[config.mk]
export PLATFORM = sky130hd
export DESIGN_NAME = mem_dump_ctrl
export DESIGN_NICKNAME = d
export VERILOG_FILES = /design/src/rtl/mem_dump_ctrl_pkg.sv /design/src/rtl/mem_dump_ctrl_word_byte_serializer.sv /design/src/rtl/mem_dump_ctrl.sv
export SDC_FILE = /design/constraint.sdc
export NUM_CORES = 1
export LEC_CHECK = 0
export ABC_AREA = 1
export ABC_CLOCK_PERIOD_IN_PS = 1300
export CAP_MARGIN = 20
export CORE_MARGIN = 2
export CORE_UTILIZATION = 44
export DETAILED_ROUTE_END_ITERATION = 7
export HOLD_SLACK_MARGIN = 0.06
export PLACE_DENSITY = 0.71
export SLEW_MARGIN = 30
export SYNTH_ARGS = -nofsm -noshare
export SYNTH_HDL_FRONTEND = slang
export SYNTH_SLANG_ARGS = --single-unit
export TNS_END_PERCENT = 10
[constraint.sdc]
create_clock -name i_clk -period 1.3 [get_ports i_clk]
set_input_delay 0.26 -clock i_clk [delete_from_list [all_inputs] [get_ports i_clk]]
set_output_delay 0.26 -clock i_clk [all_outputs]
set_load 0.03 [all_outputs]
[src/rtl/mem_dump_ctrl_pkg.sv]
// Shared definitions for the memory dump controller: memory addressing codes,
// FSM state encoding and word/byte geometry.
package mem_dump_ctrl_pkg;

    // Addressing codes understood by the data memory read port.
    localparam logic [1:0] ADDR_WORD = 2'b00;
    localparam logic [1:0] ADDR_HALF = 2'b01;
    localparam logic [1:0] ADDR_BYTE = 2'b11;

    // Geometry of the default 64-byte data memory.
    localparam int unsigned BYTES_PER_WORD    = 4;
    localparam int unsigned N_ADDRESS_DEFAULT = 64;
    localparam int unsigned N_WORDS           = N_ADDRESS_DEFAULT / BYTES_PER_WORD;

    // Dump FSM, 2-bit binary encoding.
    typedef enum logic [1:0] {
        StIdle = 2'b00,
        StRead = 2'b01,
        StSend = 2'b10,
        StDone = 2'b11
    } dump_state_e;

    // Number of whole words in a memory of n_address bytes.
    function automatic int unsigned words_in(input int unsigned n_address);
        return n_address / BYTES_PER_WORD;
    endfunction

endpackage

[src/rtl/mem_dump_ctrl_word_byte_serializer.sv]
// Loads one memory word and hands it out byte by byte, LSB first, over a
// valid/ready handshake. Flags the cycle in which the final byte is accepted.
module mem_dump_ctrl_word_byte_serializer
    import mem_dump_ctrl_pkg::*;
#(
    parameter int unsigned NB_DATA_BUS = 32,
    parameter int unsigned NB_BYTE     = 8
) (
    input  logic                   i_clk,
    input  logic                   i_reset,
    input  logic                   i_load,
    input  logic [NB_DATA_BUS-1:0] i_word,
    output logic [NB_BYTE-1:0]     o_tx_data,
    output logic                   o_tx_valid,
    input  logic                   i_tx_ready,
    output logic                   o_last_accept
);

    localparam int unsigned N_BYTES = BYTES_PER_WORD;
    localparam int unsigned NB_IDX  = $clog2(N_BYTES);
    localparam logic [NB_IDX-1:0] LAST_IDX = NB_IDX'(N_BYTES - 1);

    logic [NB_DATA_BUS-1:0] word_q;
    logic [NB_IDX-1:0]      idx_q;
    logic [NB_BYTE-1:0]     data_q;
    logic                   valid_q;

    logic                   accept;
    logic [NB_IDX-1:0]      idx_inc;
    logic [NB_BYTE-1:0]     next_byte;

    assign accept        = valid_q & i_tx_ready;
    assign o_last_accept = accept & (idx_q == LAST_IDX);

    // Byte that follows the one currently on the bus; wraps harmlessly after the last.
    always_comb begin
        idx_inc   = idx_q + 1'b1;
        next_byte = word_q[NB_BYTE*idx_inc +: NB_BYTE];
    end

    // Word buffer, byte index and the registered TX handshake outputs.
    always_ff @(posedge i_clk) begin
        if (i_reset) begin
            word_q  <= '0;
            idx_q   <= '0;
            data_q  <= '0;
            valid_q <= 1'b0;
        end else if (i_load) begin
            word_q  <= i_word;
            idx_q   <= '0;
            data_q  <= i_word[NB_BYTE-1:0];
            valid_q <= 1'b1;
        end else if (accept) begin
            if (idx_q == LAST_IDX) begin
                // Word exhausted: drop valid and keep the last byte on the bus.
                idx_q   <= '0;
                valid_q <= 1'b0;
            end else begin
                idx_q  <= idx_inc;
                data_q <= next_byte;
            end
        end
    end

    assign o_tx_data  = data_q;
    assign o_tx_valid = valid_q;

endmodule

[src/rtl/mem_dump_ctrl.sv]
// Debug memory dump: walks the data memory word by word from address 0 and
// streams every word to the debug UART as 4 bytes, LSB first.
module mem_dump_ctrl
    import mem_dump_ctrl_pkg::*;
#(
    parameter int unsigned NB_DATA_BUS = 32,
    parameter int unsigned NB_BYTE     = 8,
    parameter int unsigned N_ADDRESS   = N_ADDRESS_DEFAULT,
    parameter int unsigned NB_ADDRESS  = $clog2(N_ADDRESS)
) (
    input  logic                   i_clk,
    input  logic                   i_reset,
    input  logic                   i_start,
    output logic                   o_busy,
    output logic                   o_done,
    output logic [NB_ADDRESS-1:0]  o_mem_r_addr,
    output logic                   o_mem_r_en,
    output logic [1:0]             o_mem_r_addressing,
    input  logic [NB_DATA_BUS-1:0] i_mem_r_data,
    output logic [NB_BYTE-1:0]     o_tx_data,
    output logic                   o_tx_valid,
    input  logic                   i_tx_ready
);

    localparam logic [NB_ADDRESS-1:0] LAST_ADDR = NB_ADDRESS'(N_ADDRESS - BYTES_PER_WORD);
    localparam logic [NB_ADDRESS-1:0] ADDR_STEP = NB_ADDRESS'(BYTES_PER_WORD);

    dump_state_e             state_q;
    logic [NB_ADDRESS-1:0]   addr_q;
    logic                    mem_r_en_q;
    logic                    busy_q;
    logic                    done_q;

    logic                    load_word;
    logic                    last_accept;

    // The read data is valid at the posedge closing the READ cycle.
    assign load_word = (state_q == StRead);

    // Dump FSM with address counter and registered memory-side outputs.
    always_ff @(posedge i_clk) begin
        if (i_reset) begin
            state_q    <= StIdle;
            addr_q     <= '0;
            mem_r_en_q <= 1'b0;
            busy_q     <= 1'b0;
            done_q     <= 1'b0;
        end else begin
            unique case (state_q)
                StIdle: begin
                    if (i_start) begin
                        state_q    <= StRead;
                        addr_q     <= '0;
                        mem_r_en_q <= 1'b1;
                        busy_q     <= 1'b1;
                    end
                end
                StRead: begin
                    mem_r_en_q <= 1'b0;
                    state_q    <= StSend;
                end
                StSend: begin
                    if (last_accept) begin
                        if (addr_q == LAST_ADDR) begin
                            // Address is left at the last word; it only clears on the next start.
                            state_q <= StDone;
                            done_q  <= 1'b1;
                        end else begin
                            addr_q     <= addr_q + ADDR_STEP;
                            mem_r_en_q <= 1'b1;
                            state_q    <= StRead;
                        end
                    end
                end
                StDone: begin
                    done_q  <= 1'b0;
                    busy_q  <= 1'b0;
                    state_q <= StIdle;
                end
                default: begin
                    state_q <= StIdle;
                end
            endcase
        end
    end

    mem_dump_ctrl_word_byte_serializer #(
        .NB_DATA_BUS (NB_DATA_BUS),
        .NB_BYTE     (NB_BYTE)
    ) u_serializer (
        .i_clk         (i_clk),
        .i_reset       (i_reset),
        .i_load        (load_word),
        .i_word        (i_mem_r_data),
        .o_tx_data     (o_tx_data),
        .o_tx_valid    (o_tx_valid),
        .i_tx_ready    (i_tx_ready),
        .o_last_accept (last_accept)
    );

    assign o_busy             = busy_q;
    assign o_done             = done_q;
    assign o_mem_r_addr       = addr_q;
    assign o_mem_r_en         = mem_r_en_q;
    assign o_mem_r_addressing = ADDR_WORD;

endmodule
==> reports/results.tsv <==
stage	metric	value	unit
run_status	status	finished, final reports clean	
critical_path	critPathMaxStageDelay	0.39	ns
critical_path	crit_buf_inv	1	
min_path	hold_path.class	reg2reg	
placed_design	pre_cts_ws	-0.201	ns
route	via_per_inst	4.96	
job	maxCapViolations	0	
clock_network	tritoncts	done	
clock_network	clockBufferDepth	2	
grt	gr-usage-all-layers	0.203	
power	ir_worst_vdd	0.751	mV
clock_network	holdBufCountCts	0	
synthesis	yosysWarningCount	0	
final_layout	stdcell_count	455	
clock_network	htreeDepth	2	
placed_design	portBuffers	51	
placed_design	placed_cells	445	
grt	antenna_found_initial	0	
route	drt-initial-drc-count	153	
timing	skew	0.0200	ns
synthesis	syn-instance-count	326	
synthesis	ys_seq_area_frac	0.451	
critical_path	path_class	reg2out	
clock_network	cts_num_sinks	52	
timing	finalSetupTns	0	ns
floorplanning	fp.dieW	76.4	um
critical_path	worstPathArrival	0.98	ns
critical_path	cp.required	1.04	ns
timing	hold_ws	0.457	ns
grt	grt_pass1_vias	2090	
placed_design	place_congestion	0.861	
critical_path	startpoint_type	register	
grt	overflow	0	
timing	clock.fmax	805	MHz
critical_path	cpMaxStageDelayCell	dfxtp_4	
power	clkPwrFrac	0.222	
timing	hold_violations	0	
timing	slew_violations	0	
final_layout	antenna_cells	0	
critical_path	crit_path_cell_trace	clkdlybuf4s15_2	
power	intPower	2.74	mW
grt	grt_max_degree	35	
floorplanning	initial_core_util	0.454	
route	vias	2259	
timing	fin_crit	1.24	ns
grt	grt_pass1_wl	9520	um
timing	setup_viol	0	
clock_network	clkSlewWorstSetupHoldPaths	0.09	ns
timing	rsz0062_at_grt	true	
power	powerDensity	1350	nW/um2
timing	fin_crit_sh	0.956	
final_layout	nFillCells	512	
power	p_sw	1.45	mW
synthesis	synthesis.area	2310	um2
route	first_pass_iters	4	
timing	fin_ws	0.0577	ns
synthesis	postSynthAreaPerCell	7.07	um2
route	ant_nets	0	
synthesis	synth_cell_type_count	23	
clock_network	numCtsBuffers	5	
floorplanning	num_rows	26	
floorplanning	die_y	76.4	um
route	routed_wl	5760	um
power	swShare	0.347	
critical_path	crit_path_end_kind	output pin	
critical_path	crit_fanout	4	
route	wl_per_cell	12.7	um
final_layout	drive_gt1_frac	0.169	
final_layout	syn2layout_area_growth	34.6	%
clock_network	cts_root_buffer	clkbuf_8	
synthesis	synth_seq_cells	52	
critical_path	critPathTopFamily	flip-flops	
floorplanning	io_pins	56	
final_layout	multiInputGateArea	1070	um2
route	route.detailed.drc	0	
floorplanning	coreArea	5070	um2
power	pwr-share-seq	0.464	
power	comb_power_share	0.314	
final_layout	nets	423	
final_layout	ff_latch_area	1050	um2
clock_network	clk_latency	0.31	ns
placed_design	dp_hpwl	4070	um
power	p_leak	1.34	nW
floorplanning	fp.dieArea	5840	um2
[logic make-up after synthesis]
group / after synthesis / synth area share
xor+xnor: 1 / 0.00380
simple gates: 120 / 0.219
compound gates: 83 / 0.187
fa+ha+maj: 3 / 0.0163
flops: 52 / 0.451
buf+inv: 66 / 0.121
other cells: 1 / 0.00163
[repair_timing]
action	4_1_cts	5_1_grt
gates resized for setup	18	25
setup buffers	0	2
pin swaps	0	5
hold endpoints to repair	0	0
endpoints found under the setup margin	18	24
[worst paths after layout]
check / endpoint / slack (ns) / cells past startpoint / startpoint
setup / recovery: o_mem_r_addr[3] / 0.06 / 1 / o_mem_r_addr[3]
hold / removal: o_done / 0.46 / 2 / o_done
setup reg to reg: o_mem_r_addr[4] / 0.07 / 7 / o_mem_r_addr[2]
hold reg to reg: o_done / 0.46 / 2 / o_done
[routing by layer]
metal	wire length [um]	track usage	part of all wire	vias up
met5	0	0	0	-
met4	143	0.0873	0.025	0
met3	330	0.0438	0.057	14
met2	2730	0.329	0.47	67
met1	2550	0.260	0.44	1018
li1	-	-	-	1160
[power groups by stage]
stage               Combinational [mW]  Clock (mW)  Sequential (mW)
global route                      1.47        1.00             1.97
detailed placement                1.27           0             1.96
CTS                               1.28       0.938             1.93
floorplan                        0.663           0             2.10
global placement                  1.26           0             1.96
finish                            1.32       0.929             1.94
[placed cells by master, fill, tap and decap left out, types with 2 or more instances in the layout]
cell type,instances
clkbuf_8,5
clkdlybuf4s15_2,3
nand2_2,3
dfxtp_2,5
clkdlybuf4s50_1,35
dfxtp_1,45
nand2_1,70
inv_2,6
o21ai_1,17
nand3_1,29
inv_1,40
nand3b_1,2
clkbuf_2,3
nor2_4,2
a21oi_1,36
ha_4,2
o22ai_1,8
conb_1,4
nor2_1,10
dfxtp_4,2
buf_4,23
buf_12,2
o21ai_0,18
a211oi_1,2
[layout make-up]
| class | count | area share |
|---|---|---|
| clock inverters | 2 | 0.00524 |
| inverters | 47 | 0.0573 |
| flip-flops and latches | 52 | 0.340 |
| multi-input cells | 211 | 0.344 |
| clock buffers | 6 | 0.0234 |
| well taps | 70 | 0.0282 |
| repair buffers | 67 | 0.202 |
[worst reg2reg max path, stage by stage (launching register included)]
cell and delay (ns):
dfxtp_4 0.37, buf_4 0.14, ha_1 0.21, nand2_1 0.07, nand2_1 0.06, nor2_1 0.08, nand3_1 0.10, a21oi_2 0.13
[synth_stat cells]
cell      count  share of area
nand2_1      72           0.12
dfxtp_1      52           0.45
inv_1        40          0.065
a21oi_1      37          0.080
nand3_1      30          0.065
o21ai_0      18          0.039
o21ai_1      18          0.039
nor2_1       12          0.020
buf_2         9          0.020
o22ai_1       8          0.022
inv_2         6         0.0098
buf_4         5          0.016
clkbuf_1      4         0.0065
ha_1          3          0.016
a211oi_1      2         0.0065
nand2_2       2         0.0054
nand3b_1      2         0.0065
clkbuf_2      1         0.0022
clkinv_1      1         0.0016
conb_1        1         0.0016
nor2_2        1         0.0027
or2_0         1         0.0027
xor2_1        1         0.0038
[metrics by stage]
stage / utilization / power [mW] / cell area (um2)
6_report: 0.611 / 4.19 / 3100
3_3_place_gp: 0.575 / 3.21 / 2920
5_1_grt: 0.611 / 4.44 / 3100
3_5_place_dp: 0.575 / 3.23 / 2920
4_1_cts: 0.595 / 4.14 / 3020
2_1_floorplan: - / 2.76 / 2320
[sequential cells by signal (all words and copies together) (netlist names)]
register,cells
u_serializer.o_tx_data,8
o_mem_r_en,1
u_serializer.o_tx_valid,1
state_q,2
o_done,1
o_mem_r_addr,4
o_busy,1
u_serializer.word_q,32
u_serializer.idx_q,2
Note: power is estimated with default switching activity, not from simulation.
